### src/rtl/axi4_lite_pkg.sv
// Shared definitions for the AXI4-Lite master: response codes and FSM state encoding.
package axi4_lite_pkg;

  localparam logic [1:0] RESP_OKAY   = 2'b00;
  localparam logic [1:0] RESP_EXOKAY = 2'b01;
  localparam logic [1:0] RESP_SLVERR = 2'b10;
  localparam logic [1:0] RESP_DECERR = 2'b11;

  typedef enum logic [2:0] {
    StIdle   = 3'd0,
    StWrReq  = 3'd1,
    StWrResp = 3'd2,
    StRdReq  = 3'd3,
    StRdData = 3'd4,
    StRsp    = 3'd5
  } state_e;

endpackage

### src/rtl/axi4_lite_master.sv
// AXI4-Lite master adaptor: single-outstanding command/response interface to AW/W/B/AR/R.
// Every output comes straight from a register.
// Optional watchdog: define AXI4_LITE_MASTER_TIMEOUT_EN to abort a stalled transfer with SLVERR
// after TIMEOUT_CYCLES cycles in any request/response wait state.
module axi4_lite_master
  import axi4_lite_pkg::*;
#(
  parameter int unsigned ADDR_WIDTH     = 32,
  parameter int unsigned DATA_WIDTH     = 32,
  parameter logic [2:0]  PROT_VALUE     = 3'b000,
  parameter int unsigned TIMEOUT_CYCLES = 256
) (
  input  logic                      aclk,
  input  logic                      areset,
  // User command
  input  logic                      cmd_valid_in,
  output logic                      cmd_ready_out,
  input  logic                      cmd_write_in,
  input  logic [ADDR_WIDTH-1:0]     cmd_addr_in,
  input  logic [DATA_WIDTH-1:0]     cmd_wdata_in,
  input  logic [DATA_WIDTH/8-1:0]   cmd_wstrb_in,
  // User response
  output logic                      rsp_valid_out,
  input  logic                      rsp_ready_in,
  output logic                      rsp_write_out,
  output logic [DATA_WIDTH-1:0]     rsp_rdata_out,
  output logic [1:0]                rsp_resp_out,
  // Write address channel
  output logic [ADDR_WIDTH-1:0]     awaddr_out,
  output logic [2:0]                awprot_out,
  output logic                      awvalid_out,
  input  logic                      awready_in,
  // Write data channel
  output logic [DATA_WIDTH-1:0]     wdata_out,
  output logic [DATA_WIDTH/8-1:0]   wstrb_out,
  output logic                      wvalid_out,
  input  logic                      wready_in,
  // Write response channel
  input  logic [1:0]                bresp_in,
  input  logic                      bvalid_in,
  output logic                      bready_out,
  // Read address channel
  output logic [ADDR_WIDTH-1:0]     araddr_out,
  output logic [2:0]                arprot_out,
  output logic                      arvalid_out,
  input  logic                      arready_in,
  // Read data channel
  input  logic [DATA_WIDTH-1:0]     rdata_in,
  input  logic [1:0]                rresp_in,
  input  logic                      rvalid_in,
  output logic                      rready_out
);

  localparam int unsigned STRB_WIDTH = DATA_WIDTH / 8;

  // Only 32-bit data is supported, and the watchdog needs a usable limit.
  if (DATA_WIDTH != 32 || TIMEOUT_CYCLES < 2) begin : g_param_check
    $error("axi4_lite_master: unsupported DATA_WIDTH or TIMEOUT_CYCLES");
  end

  state_e                  state_q, state_d;
  logic                    cmd_ready_q, cmd_ready_d;
  logic                    awvalid_q, awvalid_d;
  logic                    wvalid_q, wvalid_d;
  logic                    bready_q, bready_d;
  logic                    arvalid_q, arvalid_d;
  logic                    rready_q, rready_d;
  logic                    rsp_valid_q, rsp_valid_d;
  logic                    rsp_write_q, rsp_write_d;
  logic [DATA_WIDTH-1:0]   rsp_rdata_q, rsp_rdata_d;
  logic [1:0]              rsp_resp_q, rsp_resp_d;
  logic [ADDR_WIDTH-1:0]   addr_q, addr_d;
  logic [DATA_WIDTH-1:0]   wdata_q, wdata_d;
  logic [STRB_WIDTH-1:0]   wstrb_q, wstrb_d;

`ifdef AXI4_LITE_MASTER_TIMEOUT_EN
  localparam int unsigned TW = $clog2(TIMEOUT_CYCLES + 1);
  logic [TW-1:0] timer_q, timer_d;
  logic          waiting;
`endif

  // Next-state and next-output logic.
  always_comb begin
    state_d     = state_q;
    cmd_ready_d = cmd_ready_q;
    awvalid_d   = awvalid_q;
    wvalid_d    = wvalid_q;
    bready_d    = bready_q;
    arvalid_d   = arvalid_q;
    rready_d    = rready_q;
    rsp_valid_d = rsp_valid_q;
    rsp_write_d = rsp_write_q;
    rsp_rdata_d = rsp_rdata_q;
    rsp_resp_d  = rsp_resp_q;
    addr_d      = addr_q;
    wdata_d     = wdata_q;
    wstrb_d     = wstrb_q;

    unique case (state_q)
      StIdle: begin
        // cmd_ready_q is low for one cycle after reset, so gate acceptance on it.
        cmd_ready_d = 1'b1;
        if (cmd_ready_q && cmd_valid_in) begin
          cmd_ready_d = 1'b0;
          addr_d      = cmd_addr_in;
          if (cmd_write_in) begin
            wdata_d   = cmd_wdata_in;
            wstrb_d   = cmd_wstrb_in;
            awvalid_d = 1'b1;
            wvalid_d  = 1'b1;
            state_d   = StWrReq;
          end else begin
            arvalid_d = 1'b1;
            state_d   = StRdReq;
          end
        end
      end
      StWrReq: begin
        // A low valid here means that channel has already handshaken.
        awvalid_d = awvalid_q && !awready_in;
        wvalid_d  = wvalid_q && !wready_in;
        if ((!awvalid_q || awready_in) && (!wvalid_q || wready_in)) begin
          bready_d = 1'b1;
          state_d  = StWrResp;
        end
      end
      StWrResp: begin
        if (bvalid_in && bready_q) begin
          bready_d    = 1'b0;
          rsp_valid_d = 1'b1;
          rsp_write_d = 1'b1;
          rsp_rdata_d = '0;
          rsp_resp_d  = bresp_in;
          state_d     = StRsp;
        end
      end
      StRdReq: begin
        if (arready_in) begin
          arvalid_d = 1'b0;
          rready_d  = 1'b1;
          state_d   = StRdData;
        end
      end
      StRdData: begin
        if (rvalid_in && rready_q) begin
          rready_d    = 1'b0;
          rsp_valid_d = 1'b1;
          rsp_write_d = 1'b0;
          rsp_rdata_d = rdata_in;
          rsp_resp_d  = rresp_in;
          state_d     = StRsp;
        end
      end
      StRsp: begin
        if (rsp_ready_in) begin
          rsp_valid_d = 1'b0;
          cmd_ready_d = 1'b1;
          state_d     = StIdle;
        end
      end
      default: begin
        state_d = StIdle;
      end
    endcase

`ifdef AXI4_LITE_MASTER_TIMEOUT_EN
    // Counter restarts on every state entry; a real handshake on the limit cycle wins.
    waiting = (state_q == StWrReq) || (state_q == StWrResp) ||
              (state_q == StRdReq) || (state_q == StRdData);
    timer_d = '0;
    if (waiting && state_d == state_q) begin
      if (timer_q == TW'(TIMEOUT_CYCLES - 1)) begin
        awvalid_d   = 1'b0;
        wvalid_d    = 1'b0;
        bready_d    = 1'b0;
        arvalid_d   = 1'b0;
        rready_d    = 1'b0;
        rsp_valid_d = 1'b1;
        rsp_write_d = (state_q == StWrReq) || (state_q == StWrResp);
        rsp_rdata_d = '0;
        rsp_resp_d  = RESP_SLVERR;
        state_d     = StRsp;
      end else begin
        timer_d = timer_q + TW'(1);
      end
    end
`endif
  end

  // State and output registers; synchronous reset clears everything.
  always_ff @(posedge aclk) begin
    if (areset) begin
      state_q     <= StIdle;
      cmd_ready_q <= 1'b0;
      awvalid_q   <= 1'b0;
      wvalid_q    <= 1'b0;
      bready_q    <= 1'b0;
      arvalid_q   <= 1'b0;
      rready_q    <= 1'b0;
      rsp_valid_q <= 1'b0;
      rsp_write_q <= 1'b0;
      rsp_rdata_q <= '0;
      rsp_resp_q  <= '0;
      addr_q      <= '0;
      wdata_q     <= '0;
      wstrb_q     <= '0;
    end else begin
      state_q     <= state_d;
      cmd_ready_q <= cmd_ready_d;
      awvalid_q   <= awvalid_d;
      wvalid_q    <= wvalid_d;
      bready_q    <= bready_d;
      arvalid_q   <= arvalid_d;
      rready_q    <= rready_d;
      rsp_valid_q <= rsp_valid_d;
      rsp_write_q <= rsp_write_d;
      rsp_rdata_q <= rsp_rdata_d;
      rsp_resp_q  <= rsp_resp_d;
      addr_q      <= addr_d;
      wdata_q     <= wdata_d;
      wstrb_q     <= wstrb_d;
    end
  end

`ifdef AXI4_LITE_MASTER_TIMEOUT_EN
  // Watchdog counter register.
  always_ff @(posedge aclk) begin
    if (areset) begin
      timer_q <= '0;
    end else begin
      timer_q <= timer_d;
    end
  end
`endif

  assign cmd_ready_out = cmd_ready_q;
  assign rsp_valid_out = rsp_valid_q;
  assign rsp_write_out = rsp_write_q;
  assign rsp_rdata_out = rsp_rdata_q;
  assign rsp_resp_out  = rsp_resp_q;
  assign awaddr_out    = addr_q;
  assign awprot_out    = PROT_VALUE;
  assign awvalid_out   = awvalid_q;
  assign wdata_out     = wdata_q;
  assign wstrb_out     = wstrb_q;
  assign wvalid_out    = wvalid_q;
  assign bready_out    = bready_q;
  assign araddr_out    = addr_q;
  assign arprot_out    = PROT_VALUE;
  assign arvalid_out   = arvalid_q;
  assign rready_out    = rready_q;

endmodule

### config.mk
export PLATFORM = sky130hd
export DESIGN_NAME = axi4_lite_master
export DESIGN_NICKNAME = d
export VERILOG_FILES = /design/src/rtl/axi4_lite_pkg.sv /design/src/rtl/axi4_lite_master.sv
export SDC_FILE = /design/constraint.sdc
export NUM_CORES = 1
export LEC_CHECK = 0
export CAP_MARGIN = 5
export CORE_ASPECT_RATIO = 0.9
export CORE_MARGIN = 8
export CORE_UTILIZATION = 42
export CTS_BUF_LIST = sky130_fd_sc_hd__clkbuf_16
export DETAILED_ROUTE_END_ITERATION = 16
export PLACE_DENSITY = 0.86
export SKIP_LAST_GASP = 1
export SYNTH_ARGS = -nofsm -noshare
export SYNTH_HDL_FRONTEND = slang
export SYNTH_SLANG_ARGS = --single-unit
### constraint.sdc
create_clock -name aclk -period 4.08 [get_ports aclk]
set_clock_uncertainty 0.15 [all_clocks]
set_input_delay 0.408 -clock aclk [delete_from_list [all_inputs] [get_ports aclk]]
set_output_delay 0.408 -clock aclk [all_outputs]
set_load 0.05 [all_outputs]
Word-level counts from Yosys, hierarchy flattened. Index checks and enable logic that the tools add are counted. W data, S select, Z words.

Logic and storage cells: 93. Output and inout port bits: 148. Input bits: 114. Bits in registers: 113.

Equal/unequal tests: 13. Reduce and logical (&&, ||, !) cells: 30. Muxes and demuxes: 36.

Operator list (number): $mux W32 (2); $pmux W32 S2 (1); $mux W3 (6); $pmux W3 S6 (1); $ne A2 B2 Y1 const B (8); $reduce_and A3 Y1 (5); $mux W1 (14); $pmux W1 S2 (7); $reduce_bool A2 Y1 (6); $reduce_and A4 Y1 (2); $eq A3 B2 Y1 const B (2); $eq A3 B3 Y1 const B (2); $logic_and A1 B1 Y1 (6); $mux W2 (3); $reduce_and A6 Y1 (1); $logic_not A1 Y1 (4); $pmux W2 S2 (1); $reduce_and A2 Y1 (2); $eq A3 B1 Y1 const B (1); $logic_not A3 Y1 (1); $pmux W1 S3 (1); $reduce_bool A3 Y1 (1); $logic_or A1 B1 Y1 (2).

Depth between registers and ports, before layout.
Depth in word-level cells: 5. Gate-level depth with buffers: 7. Gate-level depth less buffers: 4.

Worst setup path before layout. OpenSTA, ideal clock, no wires.

Kind: reg-to-reg. From: register rready_q (netlist: rready_out). To: register rsp_rdata_q[21] (netlist: rsp_rdata_out[21]). Cell stages (with the launch flop): 6. Period minus slack after synthesis: 1929 ps. Data required time: 3859 ps. Path slack: 2151 ps. Arrival: 1708 ps. Cells stage by stage: dfxtp_1 -> inv_1 -> o32ai_4 -> buf_6 -> nand3_2 -> a21oi_2.

Word-level cells in the longest chain between the ends: 3.

Ends and longest elaborated chain: from (decl) (line axi4_lite_master.sv:67) `logic rready_q, rready_d;`; from (signal assigned) (line axi4_lite_master.sv:214) `rready_q <= rready_d;`; $logic_and A1 B1 Y1 (line axi4_lite_master.sv:145) `if (rvalid_in && rready_q) begin`; $ne A2 B2 Y1 (no line); $reduce_and A3 Y1 (no line); to (signal assigned) (line axi4_lite_master.sv:217) `rsp_rdata_q <= rsp_rdata_d;`; to (decl) (line axi4_lite_master.sv:70) `logic [DATA_WIDTH-1:0] rsp_rdata_q, rsp_rdata_d;`.

No other way between the ends. A chain may end at the register's enable or synchronous reset.

Worst setup path in the final report.
From: register state_q[2]. To: register rsp_rdata_q[26] (netlist: rsp_rdata_out[26]).

Word-level cells in the longest chain between the ends: 3. Elaborated cells on any way between the ends: 7. Classes of those cells: 4 x eq/ne; 1 x mux; 2 x reduce/logical.

Ends and longest elaborated chain: from (decl) (line axi4_lite_master.sv:61) `state_e state_q, state_d;`; from (signal assigned) (line axi4_lite_master.sv:193) `state_q <= StIdle;`; from (signal assigned) (line axi4_lite_master.sv:208) `state_q <= state_d;`; $eq A3 B3 Y1 or $eq A3 B2 Y1 (tied branches) (line axi4_lite_master.sv:99) `unique case (state_q)`; $ne A2 B2 Y1 (no line) or $reduce_bool A2 Y1 (tied branches); $reduce_and A3 Y1 (no line).

Parallel ways exist; a longest one is shown, timed or not.

==> out/metrics.csv <==
stage,metric,value,unit
sta,"Worst Setup Slack, final",1510,ps
yosys,Syn Std Cell Area,4710,um^2
setup_path,crit path kind,reg -> reg,
sta,setup TNS,0,ps
yosys,ranking of synthesized cells by area,"dfxtp_1 48%, nand2_1 14%, a21oi_1 9.4%",
finish,layout cell share with drive strength beyond 1,8.89,%
setup_path,RR Endpoint,rsp_rdata_out[26],
sta,period utilisation layout,63.0,%
die,Initial Util,43.2,%
detailed_routing,iteration-0 DRC count of the detailed router,238,
setup_path,Startpoint Class,flop,
detailed_routing,Avg Vias per Cell,4.89,
die,Chip Width,128,um
yosys,Syn Inst Count,560,
placed_design,I/O Buffers,255,
yosys,"Seq/Total Area, Yosys",48.0,%
grt,GRT overflow,0,
sta,Least-Margin Pin Slew,1170,ps
setup_path,"Max stage delay cell, worst path",and2_1,
grt,most used routing layer,met2,
clock_network,CTS tree,built,
grt,GRT met3 Usage,9.40,%
detailed_routing,WL/cell,16.5,um
grt,met2 usage,34.2,%
clock_network,"Clk Latency, worst-skew pair",390,ps
setup_path,worst flop-to-flop path startpoint,state_q[2],
setup_path,CP cell instances,and2b_1 -> and2_1 -> buf_4 -> nand3_2 -> a21oi_2,
clock_network,clock sink count,113,
setup_path,CP top delay family,simple AND/OR/NAND/NOR gates,
setup_path,crit end category,flop,
finish,most frequent cells in the layout,"254 x clkdlybuf4s50_1, 176 x nand2_1, 113 x dfxtp_1, 88 x a21oi_1, 19 x nand3_1",
setup_path,"critical path fanouts, max",27,
clock_network,setup bufs post-CTS,0,
clock_network,Longest Clk Path Bufs,2,
clock_network,TritonCTS buffer count,17,
yosys,"area leader, netlist",dfxtp_1,
worst_hold_path,worst min path class,reg -> reg,
clock_network,htree depth,4,
clock_network,# resized after CTS,0,
sta,final critical-path required period,2570,ps
setup_path,FF-to-FF path depth,5,
detailed_routing,Total Routed Length,15.3,mm
flow_run,Max Cap Viol,0,
clock_network,clk root buf,clkbuf_16,
yosys,Synth top area share,48.0,%
die,die area,14900,um^2
yosys,Post-synth ARST share,0,%
clock_network,hold buffer count at CTS,0,
setup_path,Critical Path Sink,rsp_rdata_out[26],
placed_design,pre-CTS setup slack,1390,ps
die,I/O pin count,262,
placed_design,dpl cells,899,
detailed_routing,DRT antenna net count,0,
grt,gr usage total,19.6,%
sta,Final Hold Fails,0,
placed_design,GP Congestion,0.809,
yosys,Seq cells post-synth,113,
clock_network,clock transition at the registers of the reported paths,50,ps
yosys,Cell variety after synth,37,
sta,highest clock rate,389,MHz
setup_path,CP Depth,5,
pwr,PnR Total Power,3.90,mW
finish,area grow syn2layout,59.4,%
setup_path,critical path launch point,state_q[2],
die,cell row count,36,
finish,"most common cell after layout, fill and taps aside",clkdlybuf4s50_1,
pwr,Max rail drop VDD,0.307,mV
yosys,Post-synth EDFFs,0,
grt,M1 GR Usage,19.9,%
finish,final non-filler cell total,929,
yosys,"Avg Cell Area, Syn",8.41,um^2
grt,largest net degree at the start of global routing,75,
sta,Slew HR,22.0,%
grt,initial antenna violation count,1,
setup_path,arrival time at the worst endpoint,2750,ps
grt,first-pass GRT wire length,23.1,mm
sta,Slew Limit Fails,0,
yosys,Ys Warns,0,
sta,RSZ-0062 raised after global routing,false,
detailed_routing,residual DRC count,0,
sta,final setup vio count,0,
pwr,PwrDens,520,nW/um^2
detailed_routing,Pre-antenna DRT Iters,5,
pwr,Leak,2.51,nW
yosys,top_reg_cell synth,dfxtp_1,
finish,nets,880,
die,Die Height,116,um
status,status,completed,
grt,vias in the first global route,4587,
setup_path,R2R setup slack,1510,ps
setup_path,"Req. time, crit path",4260,ps
placed_design,Detailed Place HPWL,11.5,mm
die,Core Region,10900,um^2
finish,"Core Util, Final",68.8,%
detailed_routing,vias,4540,
setup_path,WP buf/inv,1,
setup_path,CP max stage delay,920,ps
[tightest hold or removal path, cell delays in order (launching register included)]
cell     delay, ps
dfxtp_1        300
nand2_1         50
a21oi_1         50
[kinds of logic after synthesis]
group | synth area share (%)
simple gates | 23.5
compound gates | 15.6
flops | 48.0
buf+inv | 11.9
mux | 0.850
other cells | 0.0796
[registers in the layout (all words and copies together) (netlist names)]
register       cells
araddr_out        32
arvalid_out        1
awvalid_out        1
bready_out         1
cmd_ready_out      1
rready_out         1
rsp_rdata_out     32
rsp_resp_out       2
rsp_valid_out      1
rsp_write_out      1
state_q            3
wdata_out         32
wstrb_out          4
wvalid_out         1
[worst min-delay path by stage]
stage	from	depth (start not counted)	slack, ps	to
floorplan	rsp_ready_in	1	370	rsp_valid_out
global placement	rsp_rdata_out[6]	2	290	rsp_rdata_out[6]
detailed placement	rsp_rdata_out[3]	2	300	rsp_rdata_out[3]
CTS	wdata_out[22]	2	300	wdata_out[22]
global route	wdata_out[23]	2	320	wdata_out[23]
finish	wstrb_out[2]	2	300	wstrb_out[2]
[per-stage QoR]
step | instance area [um^2] | hold WS, ps
floorplan | 4730 | 374
detailed placement | 6970 | 298
CTS | 7500 | 304
global route | 7500 | 319
finish | 7500 | 302
global placement | 6970 | 288
[power by group]
group	total (mW)	switching [mW]	internal, mW
Clock	1.33	0.468	0.866
Sequential	1.31	0.102	1.20
Combinational	1.26	0.815	0.445
Total	3.90	1.38	2.52
[synthesized netlist by cell type (2+ instances only)]
cell type,number
nor2_1,9
buf_4,48
nand3b_1,2
a21oi_1,88
dfxtp_1,113
buf_6,6
a211oi_1,2
inv_1,8
nand2_1,176
and2_1,2
mux2i_1,4
a21oi_2,18
nand3_1,19
nand3_2,18
buf_2,11
clkbuf_1,13
o21ai_0,3
[layer usage]
layer | vias up | wire, um | share of wire, %
met5 | - | 0 | 0
met4 | 0 | 362 | 2.4
met3 | 24 | 1630 | 11
met2 | 214 | 7540 | 49
met1 | 2087 | 5820 | 38
li1 | 2215 | - | -
[final cells by class]
class / instances / area (um^2)
antenna: 1 / 2.50
multi-input combinational: 366 / 1900
sequential: 113 / 2260
clock inverter: 12 / 103
clock buffer: 17 / 425
inverter: 8 / 30.0
fill: 852 / 3400
timing repair buffer: 260 / 2590
tap: 152 / 190
No activity file was read; power rests on OpenSTA's default activity.
